`src/rtl/cache_arb_pkg.sv`:
```
// Shared types and constants for the two-port cache arbiter.
package cache_arb_pkg;

  typedef logic [1:0] state_t;

  localparam state_t StIdle  = 2'd0;
  localparam state_t StIssue = 2'd1;
  localparam state_t StWait  = 2'd2;

  localparam logic REQ_READ  = 1'b0;
  localparam logic REQ_WRITE = 1'b1;

  localparam int unsigned TIMEOUT_DEFAULT = 64;

  // Owner encoding doubles as the round-robin "last granted" pointer.
  localparam logic OWNER_INST = 1'b0;
  localparam logic OWNER_DATA = 1'b1;

endpackage

```
`src/rtl/cache_arbiter_if.sv`:
```
// Requester and cache-side signals of the arbiter; slave is the arbiter's view.
interface cache_arbiter_if;

  logic        i_req;
  logic [31:0] i_addr;
  logic        i_gnt;
  logic        i_rvalid;
  logic        i_err;
  logic [31:0] i_rdata;

  logic        d_req;
  logic        d_we;
  logic [31:0] d_addr;
  logic [31:0] d_wdata;
  logic        d_gnt;
  logic        d_rvalid;
  logic        d_err;
  logic [31:0] d_rdata;

  logic [31:0] req_addr;
  logic [31:0] req_data;
  logic        req_type;
  logic        req_do;
  logic [31:0] O_data;
  logic        req_done;

  modport slave (
    input  i_req, i_addr, d_req, d_we, d_addr, d_wdata, O_data, req_done,
    output i_gnt, i_rvalid, i_err, i_rdata, d_gnt, d_rvalid, d_err, d_rdata,
    output req_addr, req_data, req_type, req_do
  );

  modport master (
    output i_req, i_addr, d_req, d_we, d_addr, d_wdata, O_data, req_done,
    input  i_gnt, i_rvalid, i_err, i_rdata, d_gnt, d_rvalid, d_err, d_rdata,
    input  req_addr, req_data, req_type, req_do
  );

endinterface

```
`src/rtl/cache_arb_rr.sv`:
```
// Two-way round-robin picker; gnt[0] = instruction port, gnt[1] = data port.
module cache_arb_rr (
  input  logic       i_req,
  input  logic       d_req,
  input  logic       last,
  output logic [1:0] gnt
);

  always_comb begin
    gnt = {d_req, i_req};
    // On contention favour whichever port was not granted last.
    if (i_req && d_req) begin
      gnt = last ? 2'b01 : 2'b10;
    end
  end

endmodule

```
`src/rtl/cache_arbiter.sv`:
```
// Arbitrates instruction and data ports onto a single-outstanding cache request
// channel with a completion timeout.
module cache_arbiter
  import cache_arb_pkg::*;
#(
  parameter int unsigned TIMEOUT = TIMEOUT_DEFAULT
) (
  input logic            clk,
  input logic            reset,
  cache_arbiter_if.slave bus
);

  localparam int unsigned CntW = (TIMEOUT > 1) ? $clog2(TIMEOUT) : 1;
  localparam logic [CntW-1:0] CntLast = CntW'(TIMEOUT - 1);

  state_t          state_q, state_d;
  logic            owner_q, owner_d;
  logic [CntW-1:0] cnt_q, cnt_d;
  logic [31:0]     addr_q, addr_d;
  logic [31:0]     data_q, data_d;
  logic            type_q, type_d;
  logic            i_rvalid_q, i_rvalid_d;
  logic            d_rvalid_q, d_rvalid_d;
  logic            err_q, err_d;
  logic [31:0]     i_rdata_q, i_rdata_d;
  logic [31:0]     d_rdata_q, d_rdata_d;
  logic [1:0]      pick;
  logic            done_ok;
  logic            timed_out;

  cache_arb_rr u_rr (
    .i_req (bus.i_req),
    .d_req (bus.d_req),
    .last  (owner_q),
    .gnt   (pick)
  );

  always_comb begin
    state_d   = state_q;
    owner_d   = owner_q;
    cnt_d     = cnt_q;
    addr_d    = addr_q;
    data_d    = data_q;
    type_d    = type_q;
    done_ok   = 1'b0;
    timed_out = 1'b0;
    unique case (state_q)
      StIdle: begin
        if (pick != 2'b00) begin
          state_d = StIssue;
          owner_d = pick[1];
          if (pick[1]) begin
            addr_d = bus.d_addr;
            data_d = bus.d_wdata;
            type_d = bus.d_we;
          end else begin
            addr_d = bus.i_addr;
            data_d = '0;
            type_d = REQ_READ;
          end
        end
      end
      StIssue: begin
        state_d = StWait;
        cnt_d   = '0;
      end
      StWait: begin
        if (bus.req_done) begin
          state_d = StIdle;
          done_ok = 1'b1;
        end else if (cnt_q == CntLast) begin
          state_d   = StIdle;
          timed_out = 1'b1;
        end else begin
          cnt_d = cnt_q + 1'b1;
        end
      end
      default: state_d = StIdle;
    endcase
  end

  // Completion is registered so the pulse lands in the IDLE cycle after WAIT.
  always_comb begin
    i_rvalid_d = (done_ok || timed_out) && (owner_q == OWNER_INST);
    d_rvalid_d = (done_ok || timed_out) && (owner_q == OWNER_DATA);
    err_d      = timed_out;
    i_rdata_d  = i_rdata_q;
    d_rdata_d  = d_rdata_q;
    if (timed_out) begin
      if (owner_q == OWNER_DATA) d_rdata_d = '0;
      else                       i_rdata_d = '0;
    end else if (done_ok && type_q == REQ_READ) begin
      if (owner_q == OWNER_DATA) d_rdata_d = bus.O_data;
      else                       i_rdata_d = bus.O_data;
    end
  end

  always_ff @(posedge clk or negedge reset) begin
    if (!reset) begin
      state_q    <= StIdle;
      owner_q    <= OWNER_DATA;
      cnt_q      <= '0;
      addr_q     <= '0;
      data_q     <= '0;
      type_q     <= REQ_READ;
      i_rvalid_q <= 1'b0;
      d_rvalid_q <= 1'b0;
      err_q      <= 1'b0;
      i_rdata_q  <= '0;
      d_rdata_q  <= '0;
    end else begin
      state_q    <= state_d;
      owner_q    <= owner_d;
      cnt_q      <= cnt_d;
      addr_q     <= addr_d;
      data_q     <= data_d;
      type_q     <= type_d;
      i_rvalid_q <= i_rvalid_d;
      d_rvalid_q <= d_rvalid_d;
      err_q      <= err_d;
      i_rdata_q  <= i_rdata_d;
      d_rdata_q  <= d_rdata_d;
    end
  end

  assign bus.req_do   = (state_q == StIssue);
  assign bus.i_gnt    = bus.req_do && (owner_q == OWNER_INST);
  assign bus.d_gnt    = bus.req_do && (owner_q == OWNER_DATA);
  assign bus.req_addr = addr_q;
  assign bus.req_data = data_q;
  assign bus.req_type = type_q;
  assign bus.i_rvalid = i_rvalid_q;
  assign bus.d_rvalid = d_rvalid_q;
  assign bus.i_err    = i_rvalid_q && err_q;
  assign bus.d_err    = d_rvalid_q && err_q;
  assign bus.i_rdata  = i_rdata_q;
  assign bus.d_rdata  = d_rdata_q;

endmodule

```
`src/flat_wrapper.sv`:
```
// flat-port wrapper written by rule: the top's interface ports become plain ports
module cache_arbiter_flat import cache_arb_pkg::*;
#(
  parameter int unsigned TIMEOUT = TIMEOUT_DEFAULT
)
  (clk, reset, bus_i_req, bus_i_addr, bus_d_req, bus_d_we, bus_d_addr, bus_d_wdata, bus_O_data, bus_req_done, bus_i_gnt, bus_i_rvalid, bus_i_err, bus_i_rdata, bus_d_gnt, bus_d_rvalid, bus_d_err, bus_d_rdata, bus_req_addr, bus_req_data, bus_req_type, bus_req_do);
  cache_arbiter_if bus_i ();
  input logic clk;
  input logic reset;
  input wire logic [$bits(bus_i.i_req)-1:0] bus_i_req;
  input wire logic [$bits(bus_i.i_addr)-1:0] bus_i_addr;
  input wire logic [$bits(bus_i.d_req)-1:0] bus_d_req;
  input wire logic [$bits(bus_i.d_we)-1:0] bus_d_we;
  input wire logic [$bits(bus_i.d_addr)-1:0] bus_d_addr;
  input wire logic [$bits(bus_i.d_wdata)-1:0] bus_d_wdata;
  input wire logic [$bits(bus_i.O_data)-1:0] bus_O_data;
  input wire logic [$bits(bus_i.req_done)-1:0] bus_req_done;
  output wire logic [$bits(bus_i.i_gnt)-1:0] bus_i_gnt;
  output wire logic [$bits(bus_i.i_rvalid)-1:0] bus_i_rvalid;
  output wire logic [$bits(bus_i.i_err)-1:0] bus_i_err;
  output wire logic [$bits(bus_i.i_rdata)-1:0] bus_i_rdata;
  output wire logic [$bits(bus_i.d_gnt)-1:0] bus_d_gnt;
  output wire logic [$bits(bus_i.d_rvalid)-1:0] bus_d_rvalid;
  output wire logic [$bits(bus_i.d_err)-1:0] bus_d_err;
  output wire logic [$bits(bus_i.d_rdata)-1:0] bus_d_rdata;
  output wire logic [$bits(bus_i.req_addr)-1:0] bus_req_addr;
  output wire logic [$bits(bus_i.req_data)-1:0] bus_req_data;
  output wire logic [$bits(bus_i.req_type)-1:0] bus_req_type;
  output wire logic [$bits(bus_i.req_do)-1:0] bus_req_do;
  assign bus_i.i_req = bus_i_req;
  assign bus_i.i_addr = bus_i_addr;
  assign bus_i.d_req = bus_d_req;
  assign bus_i.d_we = bus_d_we;
  assign bus_i.d_addr = bus_d_addr;
  assign bus_i.d_wdata = bus_d_wdata;
  assign bus_i.O_data = bus_O_data;
  assign bus_i.req_done = bus_req_done;
  assign bus_i_gnt = bus_i.i_gnt;
  assign bus_i_rvalid = bus_i.i_rvalid;
  assign bus_i_err = bus_i.i_err;
  assign bus_i_rdata = bus_i.i_rdata;
  assign bus_d_gnt = bus_i.d_gnt;
  assign bus_d_rvalid = bus_i.d_rvalid;
  assign bus_d_err = bus_i.d_err;
  assign bus_d_rdata = bus_i.d_rdata;
  assign bus_req_addr = bus_i.req_addr;
  assign bus_req_data = bus_i.req_data;
  assign bus_req_type = bus_i.req_type;
  assign bus_req_do = bus_i.req_do;
  cache_arbiter #(.TIMEOUT(TIMEOUT)) u_core (.clk(clk), .reset(reset), .bus(bus_i));
endmodule
```
`config.mk`:
```
export PLATFORM = sky130hd
export DESIGN_NAME = cache_arbiter_flat
export DESIGN_NICKNAME = d
export VERILOG_FILES = /design/src/rtl/cache_arb_pkg.sv /design/src/rtl/cache_arbiter_if.sv /design/src/rtl/cache_arb_rr.sv /design/src/rtl/cache_arbiter.sv /design/src/flat_wrapper.sv
export SDC_FILE = /design/constraint.sdc
export NUM_CORES = 1
export LEC_CHECK = 0
export ABC_CLOCK_PERIOD_IN_PS = 3100
export CELL_PAD_IN_SITES_DETAIL_PLACEMENT = 0
export CELL_PAD_IN_SITES_GLOBAL_PLACEMENT = 1
export CORE_MARGIN = 5
export CORE_UTILIZATION = 52
export DETAILED_ROUTE_END_ITERATION = 10
export DONT_BUFFER_PORTS = 1
export PLACE_DENSITY_LB_ADDON = 0.1
export REMOVE_ABC_BUFFERS = 1
export SYNTH_ARGS = -nofsm -noshare
export SYNTH_HDL_FRONTEND = slang
export SYNTH_SLANG_ARGS = --single-unit
```
`constraint.sdc`:
```
create_clock -name clk -period 3.1 [get_ports clk]
set_clock_uncertainty 0.2 [all_clocks]
set_input_delay 0.155 -clock clk [delete_from_list [all_inputs] [get_ports clk]]
set_output_delay 0.155 -clock clk [all_outputs]
set_load 0.02 [all_outputs]
```
# Word-level counts from Yosys, hierarchy flattened
# Cells that the tools add are included.
[word_totals]
output_inout_bits = 136
ff_bits = 141
inputBits = 134
[classes]
n_eq_ne = 7
bitwise_logic = 2
add_sub_neg = 1
mux = 25
reduce_logical = 18
[op_table]
columns = ["cell", "count"]
rows = [
  ["$mux W32", 10],
  ["$mux W6", 2],
  ["$pmux W6 S2", 1],
  ["$mux W2", 5],
  ["$logic_and A1 B1 Y1", 8],
  ["$reduce_and A2 Y1", 4],
  ["$add A6 B1 Y6 const B", 1],
  ["$eq A6 B6 Y1 const B", 1],
  ["$mux W1", 6],
  ["$pmux W2 S3", 1],
  ["$reduce_bool A2 Y1", 3],
  ["$ne A2 B2 Y1 const B", 2],
  ["$ne A3 B2 Y1 const B", 1],
  ["$reduce_and A3 Y1", 1],
  ["$eq A2 B1 Y1 const B", 1],
  ["$eq A2 B2 Y1 const B", 1],
  ["$logic_not A2 Y1", 1],
  ["$ne A2 B1 Y1 const B", 1],
  ["$not A1 Y1", 2],
  ["$logic_or A1 B1 Y1", 1],
]

# Longest topological paths before layout
# Gate-level depths: netlist of run 1.
[depth]
ltp_word = 6
ltp_mapped = 6

# Modules after synthesis
# A second synthesis of run 1 with hierarchy kept.
[hier_totals]
cells_unflattened = 597
area_unflattened_um2 = 6622.6
[by_module_without_submodules]
columns = ["mod", "n_inst", "area_each_um2", "cells_each"]
rows = [
  ["cache_arbiter", 1, 6603.8, 594],
  ["cache_arb_rr", 1, 18.8, 3],
]

# Least setup slack after synthesis of run 1
# Ideal clock, no wire load.
[synth_timing]
kind = "register to register"
start = "register u_core.cnt_q[0]"
end = "register u_core.d_rdata_q[0], in the netlist u_core.bus.d_rdata[0]"
stages_incl_launch_ff = 7
slack_ns = 1.403
arrival_ns = 1.364
synth_period_minus_slack_ns = 1.697
setup_ns = 0.133
cell_sequence = "dfrtp_1 > ha_1 > buf_2 > nand2b_1 > nor2_2 > clkbuf_1 > o21ai_0"
[synth_between]
elab_chain_cells = 6
word_cells_on_any_way = 7
[synth_lines]
columns = ["item", "line", "rtl"]
rows = [
  ["start, declared", "cache_arbiter.sv:18", "logic [CntW-1:0] cnt_q, cnt_d;"],
  ["start signal, assigned", "cache_arbiter.sv:114", "cnt_q <= cnt_d;"],
  ["$eq A6 B6 Y1 *", "cache_arbiter.sv:71", "end else if (cnt_q == CntLast) begin"],
  ["$mux W1 *", "cache_arbiter.sv:71", ""],
  ["$mux W1 *", "cache_arbiter.sv:68", "if (bus.req_done) begin"],
  ["$mux W1 *", "cache_arbiter.sv:47", "unique case (state_q)"],
  ["$reduce_bool A2 Y1 (no line)", "-", ""],
  ["$reduce_and A2 Y1 (no line)", "-", ""],
  ["end signal, assigned", "cache_arbiter.sv:122", "d_rdata_q <= d_rdata_d;"],
  ["end, declared", "cache_arbiter.sv:26", "logic [31:0] d_rdata_q, d_rdata_d;"],
]
# Every way passes the cells marked *; elsewhere a longest branch is shown, timed or not.
# A chain may end at the register's enable or synchronous reset.

# Worst setup path in the final report of run 1
[layout_timing]
start = "register u_core.owner_q"
end = "register u_core.addr_q[4], in the netlist u_core.bus.req_addr[4]"
[layout_between]
elab_chain_cells = 4
word_cells_on_any_way = 5
[layout_lines]
columns = ["item", "line", "rtl"]
rows = [
  ["start, declared", "cache_arbiter.sv:17", "logic owner_q, owner_d;"],
  ["start signal, assigned", "cache_arbiter.sv:113", "owner_q <= owner_d;"],
  ["$mux W2 *", "cache_arb_rr.sv:13", "gnt = last ? 2'b01 : 2'b10;"],
  ["$mux W2 *", "cache_arb_rr.sv:12", "if (i_req && d_req) begin"],
  ["$reduce_bool A2 Y1", "cache_arbiter.sv:49", "if (pick != 2'b00) begin"],
  ["$reduce_and A2 Y1 (no line)", "-", ""],
  ["end signal, assigned", "cache_arbiter.sv:115", "addr_q <= addr_d;"],
  ["end, declared", "cache_arbiter.sv:19", "logic [31:0] addr_q, addr_d;"],
]
# Marks and branches as above.

==> results of run 1 <==
## sequential cells by signal, indices dropped and copies added (netlist names)
name                 count
u_core.err_q             1
u_core.bus.req_addr     32
u_core.bus.i_rdata      32
u_core.bus.req_type      1
u_core.bus.req_data     32
u_core.bus.d_rdata      32
u_core.bus.d_rvalid      1
u_core.state_q           2
u_core.owner_q           1
u_core.cnt_q             6
u_core.bus.i_rvalid      1
## kinds of logic (layout without fill, tap and decap cells)
logic type,count (synthesis),in the layout,synth area share [%]
DFF,141,141,52.55
and+or+nand+nor,133,133,11.05
muxes,128,128,20.77
AOI/OAI and AO/OA,116,116,11.53
buffers and inverters,49,179,3.912
adders and majority gates,1,1,0.1863
other,0,2,0
## final timing paths
kind | end | slack [ns] | cells past startpoint
worst max-delay path | u_core.bus.req_addr[4] | 0.55 | 5
worst min-delay path | u_core.bus.req_addr[3] | -0.77 | 0
worst max register to register | u_core.bus.req_addr[4] | 0.55 | 5
worst min register to register | u_core.cnt_q[1] | 0.41 | 2
max in group asynchronous | u_core.owner_q | 3.16 | 0
min in group clk | u_core.owner_q | 0.05 | 2
## area by class of cell
type / instances / area (um2) / share of cell area (%)
flip-flops and latches: 141 / 3530 / 40.28
multi-input cells: 378 / 2937 / 33.51
repair buffers: 142 / 1431 / 16.33
clock buffers: 19 / 432.9 / 4.940
well taps: 172 / 215.2 / 2.456
clock inverters: 13 / 193.9 / 2.213
inverters: 5 / 18.77 / 0.2142
diodes: 2 / 5.005 / 0.05711
## synthesized netlist by cell type (4+ instances only)
master    instances
nand2b_1          4
clkbuf_1         22
mux2_4            9
buf_4            13
buf_2             6
o21ai_0          64
dfrtp_1         140
mux2i_1          64
inv_1             4
mux2_1            8
and3b_1          32
nor3_1            4
a22o_1           33
a21oi_1           4
mux2_2           47
nand2_1          73
## metal layers
layer | vias up | share of wire [%]
li1 | 2287 | -
met1 | 2436 | 37
met2 | 246 | 51
met3 | 40 | 9.0
met4 | 0 | 2.9
met5 | - | 0
## power by group
| group | internal (mW) | switching (mW) |
|---|---|---|
| registers | 2.47 | 1.44 |
| clock network | 1.35 | 0.780 |
| logic | 1.17 | 1.02 |
## through the flow
| step | cell area, um2 | hold slack [ns] | total power [mW] | worst slack [ns] |
|---|---|---|---|---|
| after floorplan | 6472 | -0.3406 | 5.276 | -1.675 |
| after global placement | 6800 | -0.3377 | 5.777 | 0.8008 |
| after detailed placement | 6800 | -0.3383 | 5.871 | 0.7214 |
| after CTS | 8758 | -0.7917 | 8.220 | 0.5575 |
| after global routing | 8761 | -0.7972 | 8.628 | 0.4888 |
| final | 8763 | -0.7688 | 8.228 | 0.5512 |
## critical path, delay by kind of cell (launching register included)
family	cells	cell delay (ns)
DFF	1	0.42
AOI/OAI and AO/OA	1	0.15
muxes	2	0.68
buffers and inverters	2	0.97
==> flow_metrics.py, run 1 <==
metrics = {
    "run_status": {
        "status": "complete, but fails checks",
        "violations": "negative hold slack",
    },
    "logic_synthesis": {
        "synth-edff-count": 0,
        "synth_area_leaders": "dfrtp_1, mux2i_1, mux2_2, o21ai_0, a22o_1",
        "synth.top_cell.area_share_pct": 52.16,
        "ys_warn_count": 0,
        "synth_area_leader_cell": "dfrtp_1",
        "async_flop_share_pct": 100.0,
        "ys_seq_area_share_pct": 52.55,
        "synth_seq_cells": 141,
        "avgSynthCellArea_um2": 11.82,
        "syn-instance-count": 568,
        "ys_dominant_reg_cell": "dfrtp_1",
        "synth.cell_area_um2": 6716,
        "ys_types": 48,
    },
    "timing": {
        "worstMarginPinSlew_ns": 0.9010,
        "setup_viol": 0,
        "max_freq_mhz": 392.3,
        "drv_slew": 0,
        "whs_ns": -0.7688,
        "post-route-min-period_ns": 2.549,
        "max-slew-margin-rel_pct": 39.71,
        "finalHoldViolCount": 141,
        "period_share_pct": 82.22,
        "rsz0062_at_grt": "no",
        "finalSetupTns_ns": 0,
    },
    "clock_network": {
        "clkTransAtPathRegs_ns": 0.06,
        "numCtsBuffers": 17,
        "cts_tree": "built",
        "clock_path_buffers": 2,
        "clock-sinks": 141,
        "clk_latency_ns": 0.42,
        "h-tree-depth": 4,
        "cts_setup_buffers": 0,
        "post_cts_resized": 0,
        "hold_buffers": 132,
        "cts_root_buf": "clkbuf_16",
    },
    "layout": {
        "final_cells": 872,
        "layout-drive-gt1-share_pct": 15.76,
        "final_nets": 820,
        "syn2layout_area_growth_pct": 30.48,
        "most-common-layout-cells": "dfrtp_1, dlygate4sd3_1, nand2_1, mux2i_1, o21ai_0",
        "layout_commonest_cell": "dfrtp_1",
        "utilization_pct": 69.44,
        "fillerInstances": 888,
    },
    "worst_setup_path": {
        "critPathKind": "reg2reg",
        "path_cells": "a21boi_4 > buf_4 > mux2_2 > dlygate4sd3_1 > mux2_2",
        "cp_max_fo": 33,
        "slowest_delay_ns": 0.58,
        "crit_path_start_kind": "register",
        "cp-startpoint": "u_core.owner_q",
        "endpoint_kind": "register",
        "critPathRequiredTime_ns": 3.20,
        "critPathArrivalTime_ns": 2.65,
        "cp_common_cell": "mux2_2",
        "cp_slowest_cell": "dlygate4sd3_1",
        "r2r-start": "u_core.owner_q",
    },
    "power_and_ir_drop": {
        "power_leakage_nw": 3.735,
        "irDropWorstVdd_v": 0.0006110,
        "p_per_area_nw_per_um2": 938.9,
    },
    "drt": {
        "drtPass1Iterations": 4,
        "wl_um": 19780,
        "avgViaCountPerCell": 5.744,
        "avgRoutedWirePerCell_um": 22.68,
        "drtAntennaViolNets": 0,
        "drc": 0,
        "dr_total_vias": 5009,
        "drtIter0Drc": 408,
    },
    "floorplanning": {
        "rows": 41,
        "die_w_um": 123.7,
        "die-area_um2": 15290,
        "core_area_um2": 12620,
        "ioPinCount": 270,
        "start_util_pct": 53.22,
        "fp.dieH_um": 123.7,
    },
    "placed_design": {
        "place_congestion": 0.8015,
        "dp_hpwl_um": 11990,
        "dpl.cell_count": 706,
        "port_buffers": 0,
    },
    "global_routing": {
        "grt_start_max_net_pins": 142,
        "grt_pass1_vias": 5345,
        "gr-usage-met2_pct": 43.09,
        "antenna_found_initial": 1,
        "grt.met1_usage_pct": 30.30,
        "grt.busiest_layer": "met2",
        "overflow": 0,
        "track_usage_pct": 25.80,
        "met3_usage_pct": 9.083,
        "grt_pass1_wl_um": 29610,
    },
    "worst_hold_path": {
        "hold_class": "in2async",
    },
    "run": {
        "maxCapViolCount": 0,
    },
}
No activity file was read; power rests on OpenSTA's default activity.
==> run 2, diff against run 1 <==
--- a/config.mk
+++ b/config.mk
@@ -5,11 +5,11 @@
 export SDC_FILE = /design/constraint.sdc
 export NUM_CORES = 1
 export LEC_CHECK = 0
-export ABC_CLOCK_PERIOD_IN_PS = 3100
+export ABC_CLOCK_PERIOD_IN_PS = 2200
 export CELL_PAD_IN_SITES_DETAIL_PLACEMENT = 0
 export CELL_PAD_IN_SITES_GLOBAL_PLACEMENT = 1
 export CORE_MARGIN = 5
-export CORE_UTILIZATION = 52
+export CORE_UTILIZATION = 44
 export DETAILED_ROUTE_END_ITERATION = 10
 export DONT_BUFFER_PORTS = 1
 export PLACE_DENSITY_LB_ADDON = 0.1
==> constraint.sdc (replaced) <==
create_clock -name clk -period 2.2 [get_ports clk]
set_clock_uncertainty 0.2 [all_clocks]
set_input_delay 0.11 -clock clk [delete_from_list [all_inputs] [get_ports clk]]
set_output_delay 0.11 -clock clk [all_outputs]
set_load 0.02 [all_outputs]
==> run 2 against run 1 <==
Compared with the run above: final cell count increased by 2.3%; via count decreased by 0.22%; hold slack got worse by 0.045 ns; clock power increased by 32%; sequential power increased by 39%; global-route usage decreased by 4.1 points; total power increased by 39%; largest cell class unchanged; highest routed layer unchanged; die area increased by 17%; first-iteration DRC count decreased by 43%; critical endpoint is now u_core.bus.req_data[30]; count of clock-buffer cells in the layout decreased by 2; the flow still finishes with violations (negative hold slack).
==> flow_metrics.py, run 2 (synthesis results as in run 1) <==
metrics = {
    "run_status": {
        "violations": "negative hold slack",
        "status": "complete, but fails checks",
    },
    "timing": {
        "drv_slew": 0,
        "max-slew-margin-rel_pct": 56.85,
        "rsz0062_at_grt": "no",
        "post-route-min-period_ns": 1.953,
        "worstMarginPinSlew_ns": 0.6473,
        "period_share_pct": 88.77,
        "whs_ns": -0.8136,
        "max_freq_mhz": 512.1,
        "finalHoldViolCount": 141,
        "setup_viol": 0,
        "finalWorstSetupSlack_ns": 0.2471,
    },
    "worst_setup_path": {
        "critPathBufInv": 1,
        "path_cells": "a21boi_4 > buf_12 > and2_2 > a22o_1",
        "r2r-start": "u_core.owner_q",
        "cp_max_fo": 34,
        "slowest_delay_ns": 0.60,
        "reg2reg_slack_ns": 0.25,
        "reg2reg_depth": 4,
        "critPathRequiredTime_ns": 2.35,
        "crit_path_start_kind": "register",
        "critPathArrivalTime_ns": 2.10,
        "endpoint_kind": "register",
        "r2r-end": "u_core.bus.req_data[30]",
        "critPathKind": "reg2reg",
        "critPathTopFamily": "simple AND/OR/NAND/NOR gates",
        "cp_slowest_cell": "and2_2",
    },
    "clock_network": {
        "clk_latency_ns": 0.42,
        "clkTransAtPathRegs_ns": 0.07,
        "clock-sinks": 141,
        "cts_root_buf": "clkbuf_16",
        "clock_path_buffers": 2,
        "hold_buffers": 133,
        "numCtsBuffers": 17,
        "cts_setup_buffers": 0,
        "post_cts_resized": 0,
        "cts_tree": "built",
        "h-tree-depth": 4,
    },
    "run": {
        "maxCapViolCount": 0,
    },
    "placed_design": {
        "place_congestion": 0.7947,
        "port_buffers": 0,
        "pre_cts_ws_ns": 0.2896,
        "dp_hpwl_um": 11820,
    },
    "floorplanning": {
        "rows": 45,
        "ioPinCount": 270,
        "die-area_um2": 17840,
        "core_area_um2": 15090,
        "die_w_um": 133.6,
        "start_util_pct": 44.51,
        "fp.dieH_um": 133.6,
    },
    "power_and_ir_drop": {
        "clockPowerShare_pct": 24.8,
        "irDropWorstVdd_v": 0.0007195,
        "power_leakage_nw": 3.765,
        "power.internal_mw": 6.789,
        "netSwitchingPower_mw": 4.612,
        "p_per_area_nw_per_um2": 1290,
        "combPwrFrac_pct": 27.5,
        "switching_share_pct": 40.45,
        "pwr-share-seq_pct": 47.7,
    },
    "drt": {
        "drtPass1Iterations": 5,
        "avgViaCountPerCell": 5.603,
        "wl_um": 19500,
        "dr_total_vias": 4998,
        "drtAntennaViolNets": 0,
        "drtIter0Drc": 231,
        "avgRoutedWirePerCell_um": 21.86,
        "drc": 0,
    },
    "layout": {
        "diodes": 0,
        "layout_commonest_cell": "dfrtp_1",
        "syn2layout_area_growth_pct": 31.61,
        "utilization_pct": 58.58,
        "most-common-layout-cells": "dfrtp_1, dlygate4sd3_1, nand2_1, mux2i_1, o21ai_0",
        "layout-drive-gt1-share_pct": 16.62,
        "final_nets": 826,
        "fillerInstances": 1170,
        "seqCellArea_um2": 3530,
        "multi_input_area_um2": 2937,
    },
    "global_routing": {
        "overflow": 0,
        "track_usage_pct": 21.65,
        "gr-usage-met2_pct": 35.98,
        "met3_usage_pct": 8.724,
        "grt_start_max_net_pins": 142,
        "antenna_found_initial": 0,
        "grt.met1_usage_pct": 24.96,
        "grt.busiest_layer": "met2",
        "grt_pass1_vias": 5263,
        "grt_pass1_wl_um": 30100,
    },
    "worst_hold_path": {
        "hold_class": "in2async",
    },
}
[run 2: changes by cell type in the layout (fill, tap and decap cells not counted), sizes merged]
cell         previous run  this run
buf                    11        16
bufinv                  4         1
clkbuf                 19        17
clkinv                  8         4
diode                   2         0
dlygate4sd3           131       132
inv                     5        14
[run 2: metrics by stage]
| stage | cell area (um2) | instances | total power, mW | setup TNS (ns) |
|---|---|---|---|---|
| 5_1_grt | 8840 | 892 | 11.99 | 0 |
| 2_1_floorplan | 6472 | 524 | 7.435 | -92.77 |
| 4_1_cts | 8840 | 892 | 11.48 | 0 |
| 3_3_place_gp | 6920 | 727 | 8.287 | 0 |
| 6_report | 8840 | 892 | 11.40 | 0 |
| 3_5_place_dp | 6920 | 727 | 8.396 | 0 |
[run 2: worst max path at each step]
stage,slack (ns),start,end,depth (start not counted)
CTS,0.27,u_core.state_q[1],bus_i_gnt,3
global route,0.13,u_core.state_q[1],u_core.bus.req_data[30],3
global placement,0.35,u_core.owner_q,u_core.bus.req_data[18],4
detailed placement,0.29,u_core.owner_q,u_core.bus.req_data[28],4
floorplan,-2.58,u_core.state_q[1],u_core.bus.i_rdata[0],3
finish,0.25,u_core.owner_q,u_core.bus.req_data[30],4
[run 2: layer usage]
metal | up-vias | part of all wire, %
met5 | - | 0
met4 | 0 | 2.5
met3 | 35 | 9.4
met2 | 227 | 49
met1 | 2443 | 39
li1 | 2293 | -
[run 2: worst register-to-register path, delay by kind of cell (launching register included)]
family / cells / cell delay, ns
AND/OR/NAND/NOR: 1 / 0.61
AO/OA/AOI/OAI: 2 / 0.45
buffers and inverters: 1 / 0.21
flip-flops: 1 / 0.42
[run 2: power by group through the flow]
| stage | logic (mW) | clock network (mW) | registers [mW] |
|---|---|---|---|
| 2_1_floorplan | 2.27 | 0 | 5.16 |
| 3_3_place_gp | 2.81 | 0 | 5.47 |
| 3_5_place_dp | 2.92 | 0 | 5.47 |
| 4_1_cts | 3.12 | 2.90 | 5.45 |
| 5_1_grt | 3.42 | 3.01 | 5.56 |
| 6_report | 3.13 | 2.82 | 5.44 |
[run 2: cell type report]
class | count | area share, %
clock buffers | 17 | 4.812
clock inverters | 15 | 1.727
inverters | 5 | 0.2123
well taps | 188 | 2.661
multi-input cells | 378 | 33.22
repair buffers | 148 | 17.44
flip-flops and latches | 141 | 39.93
==> run 3, diff against run 2 <==
--- a/config.mk
+++ b/config.mk
@@ -5,11 +5,12 @@
 export SDC_FILE = /design/constraint.sdc
 export NUM_CORES = 1
 export LEC_CHECK = 0
+export ABC_AREA = 1
 export ABC_CLOCK_PERIOD_IN_PS = 2200
 export CELL_PAD_IN_SITES_DETAIL_PLACEMENT = 0
 export CELL_PAD_IN_SITES_GLOBAL_PLACEMENT = 1
 export CORE_MARGIN = 5
-export CORE_UTILIZATION = 44
+export CORE_UTILIZATION = 41
 export DETAILED_ROUTE_END_ITERATION = 10
 export DONT_BUFFER_PORTS = 1
 export PLACE_DENSITY_LB_ADDON = 0.1
==> run 3 against run 2 <==
Compared with the run above: the run now fails in 4_1_cts; area after synthesis fell by 10%; synthesized cell count up 19%.
==> flow_metrics.py, run 3 <==
metrics = {
    "logic_synthesis": {
        "async_flop_share_pct": 100.0,
        "yosysMostFrequentCell": "nand2_1",
        "ys_dominant_reg_cell": "dfrtp_1",
        "ys_seq_area_share_pct": 58.64,
        "synth_area_leaders": "dfrtp_1, nand2_1, nand4_1, nand3_1, a31oi_1",
        "synthXorXnorAreaFrac_pct": 0.2910,
        "ys_warn_count": 0,
        "synth.top_cell.area_share_pct": 58.20,
        "synth_seq_cells": 141,
        "syn-instance-count": 678,
        "synthTopCellsByCount": "nand2_1, dfrtp_1, nand4_1",
        "synth_top_family_by_area": "simple AND/OR/NAND/NOR gates",
        "synth-edff-count": 0,
        "synth_mux_area_share_pct": 0,
        "avgSynthCellArea_um2": 8.878,
        "yosys.area_share.adder_pct": 0.2079,
        "synth_compound_area_share_pct": 6.547,
        "synth-simple-area-share_pct": 27.23,
        "ys_types": 29,
        "synth_area_leader_cell": "dfrtp_1",
        "synth.cell_area_um2": 6020,
    },
    "clock_network": {
        "clock-sinks": 141,
        "cts_setup_buffers": 0,
        "numCtsBuffers": 17,
        "hold_buffers": 174,
        "clock_path_buffers": 2,
        "post_cts_resized": 0,
        "cts_root_buf": "clkbuf_16",
        "h-tree-depth": 4,
    },
    "placed_design": {
        "port_buffers": 0,
        "dp_hpwl_um": 11920,
        "place_congestion": 0.7851,
    },
    "floorplanning": {
        "start_util_pct": 41.57,
        "fp.dieH_um": 131.2,
        "rows": 44,
        "ioPinCount": 270,
        "die_w_um": 131.2,
    },
    "run_status": {
        "error": "[ERROR RSZ-0060] Max buffer count reached.",
        "status": "aborted with a tool error",
        "failed_stage": "4_1_cts",
    },
}
==> run 3: changes by cell type after synthesis, moves of 32 or more <==
cell	change
a22o_1	-33
a31oi_1	+32
and3b_1	-32
inv_1	+39
mux2_2	-47
mux2i_1	-64
nand2_1	+140
nand3_1	+40
nand4_1	+63
nor2_1	+40
o21ai_0	-59
==> run 3: kinds of logic after synthesis <==
group | Yosys count
fa+ha+maj | 1
simple gates | 368
xor+xnor | 2
flops | 141
buf+inv | 96
compound gates | 70
==> run 3: per-stage QoR <==
step | hold WS, ns | area [um2] | util [%] | setup slack, ns | std cells
detailed placement | -0.3811 | 6185 | 42.72 | 0.3558 | 831
global placement | -0.3815 | 6185 | 42.72 | 0.4295 | 831
floorplan | -0.3856 | 5769 | - | -0.9591 | 629
==> run 4, diff against run 3 <==
--- a/config.mk
+++ b/config.mk
@@ -6,14 +6,12 @@
 export NUM_CORES = 1
 export LEC_CHECK = 0
 export ABC_AREA = 1
-export ABC_CLOCK_PERIOD_IN_PS = 2200
-export CELL_PAD_IN_SITES_DETAIL_PLACEMENT = 0
-export CELL_PAD_IN_SITES_GLOBAL_PLACEMENT = 1
+export ABC_CLOCK_PERIOD_IN_PS = 2900
 export CORE_MARGIN = 5
-export CORE_UTILIZATION = 41
+export CORE_UTILIZATION = 38
 export DETAILED_ROUTE_END_ITERATION = 10
 export DONT_BUFFER_PORTS = 1
-export PLACE_DENSITY_LB_ADDON = 0.1
+export PLACE_DENSITY_LB_ADDON = 0.15
 export REMOVE_ABC_BUFFERS = 1
 export SYNTH_ARGS = -nofsm -noshare
 export SYNTH_HDL_FRONTEND = slang
==> constraint.sdc (replaced) <==
create_clock -name clk -period 2.9 [get_ports clk]
set_clock_uncertainty 0.2 [all_clocks]
set_input_delay 0.145 -clock clk [delete_from_list [all_inputs] [get_ports clk]]
set_output_delay 0.145 -clock clk [all_outputs]
set_load 0.02 [all_outputs]
==> run 4 against run 3 <==
Compared with the run above: the flow now finishes, with violations (negative hold slack); area after synthesis unchanged; synthesized cell count unchanged.
==> flow_metrics.py, run 4 <==
metrics = {
    "run_status": {
        "status": "complete, but fails checks",
        "violations": "negative hold slack",
    },
    "floorplanning": {
        "die_w_um": 135.9,
        "die-area_um2": 18460,
        "rows": 46,
        "start_util_pct": 38.31,
        "fp.dieH_um": 135.9,
        "ioPinCount": 270,
        "core_area_um2": 15710,
    },
    "power_and_ir_drop": {
        "irDropWorstVdd_v": 0.0004864,
        "p_per_area_nw_per_um2": 1121,
        "power_leakage_nw": 3.996,
    },
    "clock_network": {
        "clkTransAtPathRegs_ns": 0.06,
        "cts_root_buf": "clkbuf_16",
        "cts_setup_buffers": 0,
        "h-tree-depth": 4,
        "clk_latency_ns": 0.42,
        "cts_tree": "built",
        "hold_buffers": 162,
        "numCtsBuffers": 17,
        "clock_path_buffers": 2,
        "clock-sinks": 141,
    },
    "worst_setup_path": {
        "r2r-start": "u_core.owner_q",
        "critPathRequiredTime_ns": 3.05,
        "cp_max_fo": 33,
        "critPathArrivalTime_ns": 2.98,
        "crit_path_start_kind": "register",
        "reg2reg_depth": 8,
        "critPathKind": "reg2reg",
        "r2r-end": "u_core.bus.req_addr[4]",
        "endpoint_kind": "register",
        "reg2reg_slack_ns": 0.07,
    },
    "layout": {
        "final_nets": 959,
        "layout-drive-gt1-share_pct": 6.699,
        "diodes": 0,
        "final_cells": 1052,
        "syn2layout_area_growth_pct": 40.43,
        "postLayoutCellArea_um2": 8453,
        "most-common-layout-cells": "nand2_1, dlygate4sd3_1, dfrtp_1, nand4_1, inv_1",
        "fillerInstances": 1378,
        "layout_commonest_cell": "nand2_1",
    },
    "timing": {
        "setup_viol": 0,
        "finalHoldViolCount": 141,
        "period_share_pct": 97.59,
        "max-slew-margin-rel_pct": 52.60,
        "post-route-min-period_ns": 2.830,
        "whs_ns": -0.7791,
        "drv_slew": 0,
        "max_freq_mhz": 353.4,
        "worstMarginPinSlew_ns": 0.7101,
    },
    "logic_synthesis": {
        "synth_area_leader_cell": "dfrtp_1",
        "synthTopCellsByCount": "nand2_1, dfrtp_1, nand4_1",
        "synth-edff-count": 0,
        "yosysMostFrequentCell": "nand2_1",
        "synth.top_cell.area_share_pct": 58.20,
        "ys_warn_count": 0,
        "synth_seq_cells": 141,
        "synth.cell_area_um2": 6020,
        "ys_dominant_reg_cell": "dfrtp_1",
        "synth_area_leaders": "dfrtp_1, nand2_1, nand4_1, nand3_1, a31oi_1",
        "ys_types": 29,
        "async_flop_share_pct": 100.0,
        "avgSynthCellArea_um2": 8.878,
        "ys_seq_area_share_pct": 58.64,
        "syn-instance-count": 678,
    },
    "global_routing": {
        "overflow": 0,
        "grt_start_max_net_pins": 142,
        "grt_pass1_wl_um": 30270,
        "grt_pass1_vias": 5673,
        "track_usage_pct": 20.86,
        "antenna_found_initial": 0,
    },
    "worst_hold_path": {
        "hold_class": "in2async",
    },
    "placed_design": {
        "place_area_um2": 6157,
        "port_buffers": 0,
        "dpl.cell_count": 859,
        "dp_hpwl_um": 11920,
        "place_congestion": 0.7792,
    },
    "drt": {
        "drc": 0,
        "drtIter0Drc": 313,
        "dr_total_vias": 5508,
        "drtPass1Iterations": 5,
        "avgViaCountPerCell": 5.236,
        "wl_um": 19310,
        "avgRoutedWirePerCell_um": 18.35,
        "drtAntennaViolNets": 0,
    },
    "run": {
        "maxCapViolCount": 0,
    },
}
run 4: cell counts after synthesis:
Identical to the previous run, type by type.
run 4: worst max path at each step:
stage | slack, ns | endpoint | start
floorplan | -0.26 | u_core.bus.req_data[6] | u_core.state_q[1]
global placement | 0.96 | bus_i_gnt | u_core.state_q[0]
detailed placement | 0.91 | u_core.bus.req_data[0] | u_core.state_q[1]
CTS | 0.07 | u_core.bus.req_addr[0] | u_core.owner_q
global route | -0.006 | u_core.bus.req_addr[20] | u_core.owner_q
finish | 0.07 | u_core.bus.req_addr[4] | u_core.owner_q
run 4: cell type report:
class	instances	area [um2]	share of cell area [%]
inverters	47	176.4	2.087
clock inverters	13	214.0	2.531
clock buffers	18	439.2	5.195
repair buffers	176	1758	20.80
well taps	216	270.3	3.197
multi-input cells	441	2066	24.44
flip-flops and latches	141	3530	41.76
run 4: routing by layer:
layer / part of all wire, % / vias up / track usage, %
met5: 0 / - / 0
li1: - / 2539 / -
met2: 48 / 287 / 34.13
met1: 39 / 2651 / 25.00
met4: 2.4 / 0 / 7.783
met3: 11 / 31 / 8.142
run 4: cells by family (layout without fill, tap and decap cells):
logic type | count (synthesis) | count (layout) | share of synthesized area [%]
xor+xnor | 2 | 2 | 0.2911
flops | 141 | 141 | 58.64
simple gates | 368 | 368 | 27.23
compound gates | 70 | 70 | 6.548
fa+ha+maj | 1 | 1 | 0.2078
buf+inv | 96 | 254 | 7.088
run 4: what timing repair did:
action,in CTS,in global routing
setup endpoints to repair,0,29
resized for setup,0,6
hold endpoints to repair,280,141
run 4: where the power goes:
part | switching, mW | internal, mW | total [mW] | leakage (nW)
logic | 1.30 | 1.11 | 2.41 | 1.92
registers | 1.82 | 2.84 | 4.66 | 1.76
clock network | 0.850 | 1.55 | 2.40 | 0.313
run 4: per-stage QoR:
step	utilization, %	total power [mW]	hold WS, ns	TNS (ns)	setup WS [ns]
finish	53.80	9.477	-0.7791	0	0.07003
global route	53.80	10.02	-0.8087	-0.005740	-0.005740
CTS	53.66	9.465	-0.8003	0	0.07162
detailed placement	39.19	6.445	-0.3468	0	0.9104
global placement	39.19	6.357	-0.3471	0	0.9563
floorplan	-	5.661	-0.3506	-7.309	-0.2591
run 4: worst max-delay path, cell delays in order, from the launching register on:
cell           delay (ns)
dfstp_2              0.55
nand2_2              0.08
buf_8                0.18
nand2_2              0.12
buf_6                0.18
nand2_1              0.08
dlygate4sd3_1        0.59
a31oi_1              0.20
dlygate4sd3_1        0.58
